===== src/rtl/imem_load_ctrl.sv =====
// rtl/imem_load_ctrl.sv - instruction memory fetch path with a stalling word loader
// RUN serves fetches combinationally; LOAD streams loader words into memory; FLUSH is a one-cycle drain.
module imem_load_ctrl #(
   parameter int DEPTH = 128,
   parameter int AW    = 7
) (
   input  logic          CLK,
   input  logic          RESET,
   input  logic [31:0]   PC,
   output logic [31:0]   Instr,
   output logic          Stall,
   output logic          PcFault,
   input  logic          LdStart,
   input  logic [7:0]    LdCount,
   input  logic          LdValid,
   input  logic [31:0]   LdData,
   output logic          LdReady,
   output logic          MemWE,
   output logic [AW-1:0] MemAddr,
   output logic [31:0]   MemWD,
   input  logic [31:0]   MemRD,
   output logic [7:0]    WordsLoaded
);

   typedef enum logic [1:0] {S_RUN, S_LOAD, S_FLUSH} state_t;

   // Session length is clamped to the memory size so the pointer can never wrap into a live word.
   localparam int unsigned CAP  = (DEPTH > 255) ? 255 : DEPTH;
   localparam logic [7:0]  CAP8 = CAP[7:0];

   state_t        state_q, state_d;
   logic [AW-1:0] ptr_q, ptr_d;
   logic [7:0]    rem_q, rem_d;
   logic [7:0]    cnt_q, cnt_d;
   logic          start_ok;
   logic          xfer;
   logic          fetch_fault;
   logic          pc_unused;

   assign pc_unused   = ^PC[1:0];
   assign start_ok    = (state_q == S_RUN) && LdStart && (LdCount != 8'd0);
   assign xfer        = (state_q == S_LOAD) && LdValid;
   assign fetch_fault = |PC[31:AW+2];
   assign WordsLoaded = cnt_q;

   always_ff @(posedge CLK or posedge RESET) begin
      if (RESET) begin
         state_q <= S_RUN;
      end else begin
         state_q <= state_d;
      end
   end

   always_comb begin
      state_d = state_q;
      case (state_q)
         S_RUN:   if (start_ok) state_d = S_LOAD;
         S_LOAD:  if (xfer && (rem_q == 8'd1)) state_d = S_FLUSH;
         S_FLUSH: state_d = S_RUN;
         default: state_d = S_RUN;
      endcase
   end

   always_ff @(posedge CLK or posedge RESET) begin
      if (RESET) begin
         ptr_q <= '0;
         rem_q <= 8'd0;
         cnt_q <= 8'd0;
      end else begin
         ptr_q <= ptr_d;
         rem_q <= rem_d;
         cnt_q <= cnt_d;
      end
   end

   always_comb begin
      ptr_d = ptr_q;
      rem_d = rem_q;
      cnt_d = cnt_q;
      if (start_ok) begin
         ptr_d = '0;
         cnt_d = 8'd0;
         rem_d = (LdCount > CAP8) ? CAP8 : LdCount;
      end else if (xfer) begin
         ptr_d = ptr_q + AW'(1);
         cnt_d = cnt_q + 8'd1;
         rem_d = rem_q - 8'd1;
      end
   end

   always_comb begin
      MemAddr = PC[AW+1:2];
      MemWD   = LdData;
      MemWE   = 1'b0;
      Stall   = 1'b0;
      LdReady = 1'b0;
      PcFault = fetch_fault;
      Instr   = fetch_fault ? 32'h0 : MemRD;
      case (state_q)
         S_LOAD: begin
            MemAddr = ptr_q;
            MemWE   = LdValid;
            Stall   = 1'b1;
            LdReady = 1'b1;
            PcFault = 1'b0;
            Instr   = 32'h0;
         end
         S_FLUSH: begin
            MemAddr = ptr_q;
            Stall   = 1'b1;
            PcFault = 1'b0;
            Instr   = 32'h0;
         end
         default: ;
      endcase
   end

endmodule


===== config.mk =====
export PLATFORM = sky130hd
export DESIGN_NAME = imem_load_ctrl
export DESIGN_NICKNAME = d
export VERILOG_FILES = /design/src/rtl/imem_load_ctrl.sv
export SDC_FILE = /design/constraint.sdc
export NUM_CORES = 1
export LEC_CHECK = 0
export CORE_MARGIN = 3
export CORE_UTILIZATION = 27
export CTS_CLUSTER_DIAMETER = 60
export DETAILED_ROUTE_END_ITERATION = 8
export PLACE_DENSITY_LB_ADDON = 0.3
export SETUP_SLACK_MARGIN = 0.5
export SLEW_MARGIN = 40
export SYNTH_ARGS = -nofsm -noshare
export SYNTH_HDL_FRONTEND = slang
export SYNTH_SLANG_ARGS = --single-unit

===== constraint.sdc =====
create_clock -name CLK -period 1.6 [get_ports CLK]
set_input_delay 0.16 -clock CLK [delete_from_list [all_inputs] [get_ports CLK]]
set_output_delay 0.16 -clock CLK [all_outputs]
set_load 0.03 [all_outputs]

Word-level counts from Yosys, hierarchy flattened --
Index checks and enable logic that the tools add are counted.
Operators by class: add/sub/neg operators 3, $lt $le $gt $ge 1, equal/unequal tests 5, muxes and demuxes 17, reduce and logical (&&, ||, !) cells 10
Operator list (number):
- 32-bit 2-to-1 mux | 2
- 8-bit 2-to-1 mux | 5
- 23-bit OR reduction | 1
- 7-bit 2-to-1 mux | 3
- 8-bit by 1-bit adder with 8-bit output, second input constant | 1
- 8-bit by 1-bit == test with 1-bit output, second input constant | 1
- 8-bit greater-than comparator, second input constant | 1
- 8-bit nonzero test | 1
- 8-bit by 1-bit subtractor with 8-bit output, second input constant | 1
- 7-bit by 1-bit adder with 7-bit output, second input constant | 1
- 1-bit logical AND | 4
- 1-bit 2-to-1 mux | 4
- 2-bit 2-to-1 mux | 2
- 2-bit case mux with 2 select lines | 1
- 2-bit by 1-bit == test with 1-bit output, second input constant | 1
- 2-bit == test, second input constant | 1
- 2-bit logical NOT | 1
- 2-bit by 1-bit != test with 1-bit output, second input constant | 1
- 2-bit != test, second input constant | 1
- 2-bit AND reduction | 1
- 2-bit nonzero test | 1
- 2-bit OR reduction | 1
Storage, ports and cells: register bits 25, bits of input ports 108, output and inout port bits 83, logic and storage cells 40

Depth between registers and ports, before layout --
depth after elaboration 5, depth in mapped cells 7, mapped depth without buffers 7

Worst setup path after synthesis --
Ideal clock, no wire load.
path kind reg2out, start reg state_q[0], end out Instr[10], arrival 1969 ps, required time 1440 ps, setup slack -529 ps, cell stages (with the launch flop) 7, path buffers 2, path through dfrtp_1 inv_1 ha_1 clkbuf_1 nor3_1 clkbuf_1 and2_1
Between the ends: cells in the longest elaborated chain, start to end 3, elaborated cells on any way between the ends 4, those cells by class 2 x eq/ne; 1 x mux; 1 x reduce/logical
RTL lines:
- start: declaration | RTL line 31 | state_t state_q, state_d;
- start signal: assignment | RTL line 50 | state_q <= state_d;
- 2-bit by 1-bit == test with 1-bit output or 2-bit == test (tied branches) | RTL line 99 | case (state_q)
- 2-bit OR reduction (no line) *
- 32-bit 2-to-1 mux * | RTL line 99
- end: declaration | RTL line 10 | output logic [31:0] Instr,
Mark *: on every way between the ends. The rest lies on a longest branch, timed or not.

Worst setup path in the final report --
start in PC[14], end out Instr[30]
Between the ends: cells in the longest elaborated chain, start to end 3
RTL lines:
- start: declaration | RTL line 9 | input logic [31:0] PC,
- 23-bit OR reduction | RTL line 43 | assign fetch_fault = |PC[31:AW+2];
- 32-bit 2-to-1 mux | RTL line 98 | Instr = fetch_fault ? 32'h0 : MemRD;
- 32-bit 2-to-1 mux | RTL line 99
No other way between the ends.

==> impl_results.md <==
- Tcrit/Tclk final: 1.267
- DR vias: 2,183
- Synth Cell Area: 1953 µm²
- Die X: 91.05 µm
- CP startpoint kind: primary input
- CTS tree: built
- Net load switching power: 1.926 mW
- Max FO, Critical Path: 8
- Yosys top cell area share: 0.3203
- Routability cong.: 0.7871
- Max-slew headroom: 0.7362
- PnR Total Power: 4.817 mW
- LEAKAGE: 1.977 nW
- Number of max-cap violations: 0
- FF/Latch Area: 629.4 µm²
- Iter 0 DRT Violations: 36
- Worst IR drop on VDD: about 1.0 mV
- First-pass GRT wire length: 11,080 µm
- Worst-path clk slew: about 100 ps
- Multi-input logic area: roughly 1500 µm²
- WP data required: 1440 ps
- Core area: just under 7000 µm²
- IO Port Bufs: 124
- Hold WS: 234.8 ps
- Starting Density: 0.2828
- Crit path kind: in2out
- Final worst slack: -426.9 ps
- Nature of the critical path endpoint: output port
- Tmin final: between 2000 and 2500 ps
- Worst slack, placed: -456.9 ps
- Post-DRT Antenna Nets: 0
- Peak Freq: 493.4 MHz
- Worst clock skew: just under 10 ps
- Fillers: 584
- Total track usage: 0.1657
- First-pass detailed-route iteration total: 4
- CP Data Arrival Time: roughly 1900 ps
- Grt total ovfl: 0
- Area growth, synth to finish: 119.5%
- Violated checks: setup timing
- Clk_lat worst skew: 270 ps
- Sw Ratio: 0.3999
- Synth unique cells: 34
- Drt total wl: 7643 µm
- Launching point of the worst reg2reg path: rem_q[5]
- Largest net degree at the start of global routing: 26
- Die area: 8290 µm²
- Number of synthesized flops with an enable pin: 0
- Antenna violations before repair: 0
- Comb power frac: 0.723
- Min-Delay Path Class: in2async
- DRC viols: 0
- Clock power share: 0.080
- Cells after Synth: 231
- Vias in the first global route: 2,174
- Layout Nets: 493
- Worst slew pin tran: 394.0 ps
- # IOs: 191
- Wire per inst: around 16 µm
- Area leader, netlist: dfrtp_1
- Synthesized Nets: 346
- Sequential fraction of the synthesis area: 0.3203
- Most used DFF post-synth: dfrtp_1
- CTS sink count: 25
- Internal: between 2 and 3 mW
- Synth Register Bits: 25
- H-tree depth: 1
- HPWL after DPL: 5612 µm
- Vert. Die Dim: a little over 90 µm
- Final setup viols: 46
- Post-synth top cells: 32 x and2_1, 32 x buf_4, 25 x dfrtp_1, 19 x nand2_1, 14 x nor2_1
- Clk Tree Root Cell: clkbuf_8
- Async set-reset flop share out of synthesis: 1.000
- Ant. Diodes: 0
- Fin. max-slew vios: 0
- Rows: 30
- Count of hold-fix buffers inserted at cts: 0
- Synth warnings: 0
- Pwr/cell area: 1123 nW/µm²
- TritonCTS Buffers: 3
- Worst reg-to-reg path cell count: 4
- Syn avg cell area: around 8.5 µm²
- Reg2Reg Capture Point: state_q[1]
- Status: finished with violations
- Reg power frac: 0.197
- Flop2flop setup slack: -190 ps
- Ranking of synthesized cells by area: dfrtp_1 32%, buf_4 12%, and2_1 10%
- Clk buf depth: 2
- Fraction of layout cells with a size suffix above 1: 0.5623
- RSZ-0062 raised after global routing: yes
- Critical Path Source: PC[14]
- Final hold violations: 0
- Vias/cell: 4.615
-- cell type report --
class,count,area share
inverters,8,0.009921
clock buffers,3,0.009629
multi-input cells,159,0.3554
clock inverters,1,0.001751
repair buffers,181,0.4485
flip-flops and latches,25,0.1468
well taps,96,0.02801
-- flip-flops by register name, summed over array words and instances (netlist names) --
| name | count |
|---|---|
| WordsLoaded | 8 |
| rem_q | 8 |
| ptr_q | 7 |
| state_q | 2 |
-- cells in the final DEF, fill, tap and decap left out, types with 8 or more instances in the layout --
master and count:
nor2_1 10, nand2_1 12, dlymetal6s2s_1 11, and2_4 32, buf_4 35, dlygate4sd2_1 12, dfrtp_1 22, buf_12 8
buf_6 53, clkdlybuf4s50_1 50
-- layer usage --
metal | global-route usage | routed length, µm | part of all wire
met5 | 0 | 0 | 0
met4 | 0.03015 | 118 | 0.015
met3 | 0.04308 | 605 | 0.079
met2 | 0.3305 | 4285 | 0.56
met1 | 0.1722 | 2634 | 0.34
-- through the flow --
| stage | cell area (µm²) | std cells | setup TNS, ps | util |
|---|---|---|---|---|
| final | 4288 | 473 | -14860 | 0.6208 |
| after CTS | 3984 | 463 | -13580 | 0.5768 |
| after floorplan | 2308 | 231 | -1762 | - |
| after global routing | 4288 | 473 | -19650 | 0.6208 |
| after global placement | 3513 | 441 | -15030 | 0.5087 |
| after detailed placement | 3513 | 441 | -15330 | 0.5087 |
-- cell families after synthesis --
logic type                 after synthesis  share of synthesized area
and+or+nand+nor                        102                     0.2896
buffers and inverters                   47                     0.1525
muxes                                    8                    0.04613
adders and majority gates                7                    0.04484
xor gates and xnor gates                15                    0.06726
DFF                                     25                     0.3203
AOI/OAI and AO/OA                       27                    0.07944
-- how the worst max path moves through the flow --
stage / endpoint / cells past startpoint
detailed placement: PcFault / 6
finish: Instr[30] / 9
CTS: Instr[30] / 9
floorplan: state_q[1] / 4
global route: Instr[30] / 9
global placement: PcFault / 6
-- critical path, stage by stage --
cell and delay [ps]:
clkdlybuf4s50_1 430, nor4_2 280, nand2_1 150, nor3_4 210
buf_6 150, buf_6 110, buf_16 110, and2_4 150
buf_12 110
-- power by group through the flow --
stage | Sequential, mW | Clock (mW) | Combinational (mW)
2_1_floorplan | 0.983 | 0 | 1.74
6_report | 0.949 | 0.386 | 3.48
3_5_place_dp | 0.937 | 0 | 2.56
4_1_cts | 0.938 | 0.404 | 2.99
3_3_place_gp | 0.935 | 0 | 2.54
5_1_grt | 0.969 | 0.428 | 3.72
-- what timing repair did --
item,in CTS,in global routing
gates cloned,3,0
resized for setup,140,61
setup endpoints to repair,76,72
pin swaps,18,24
setup buffers,15,10
(Power assumes the default switching activity.)
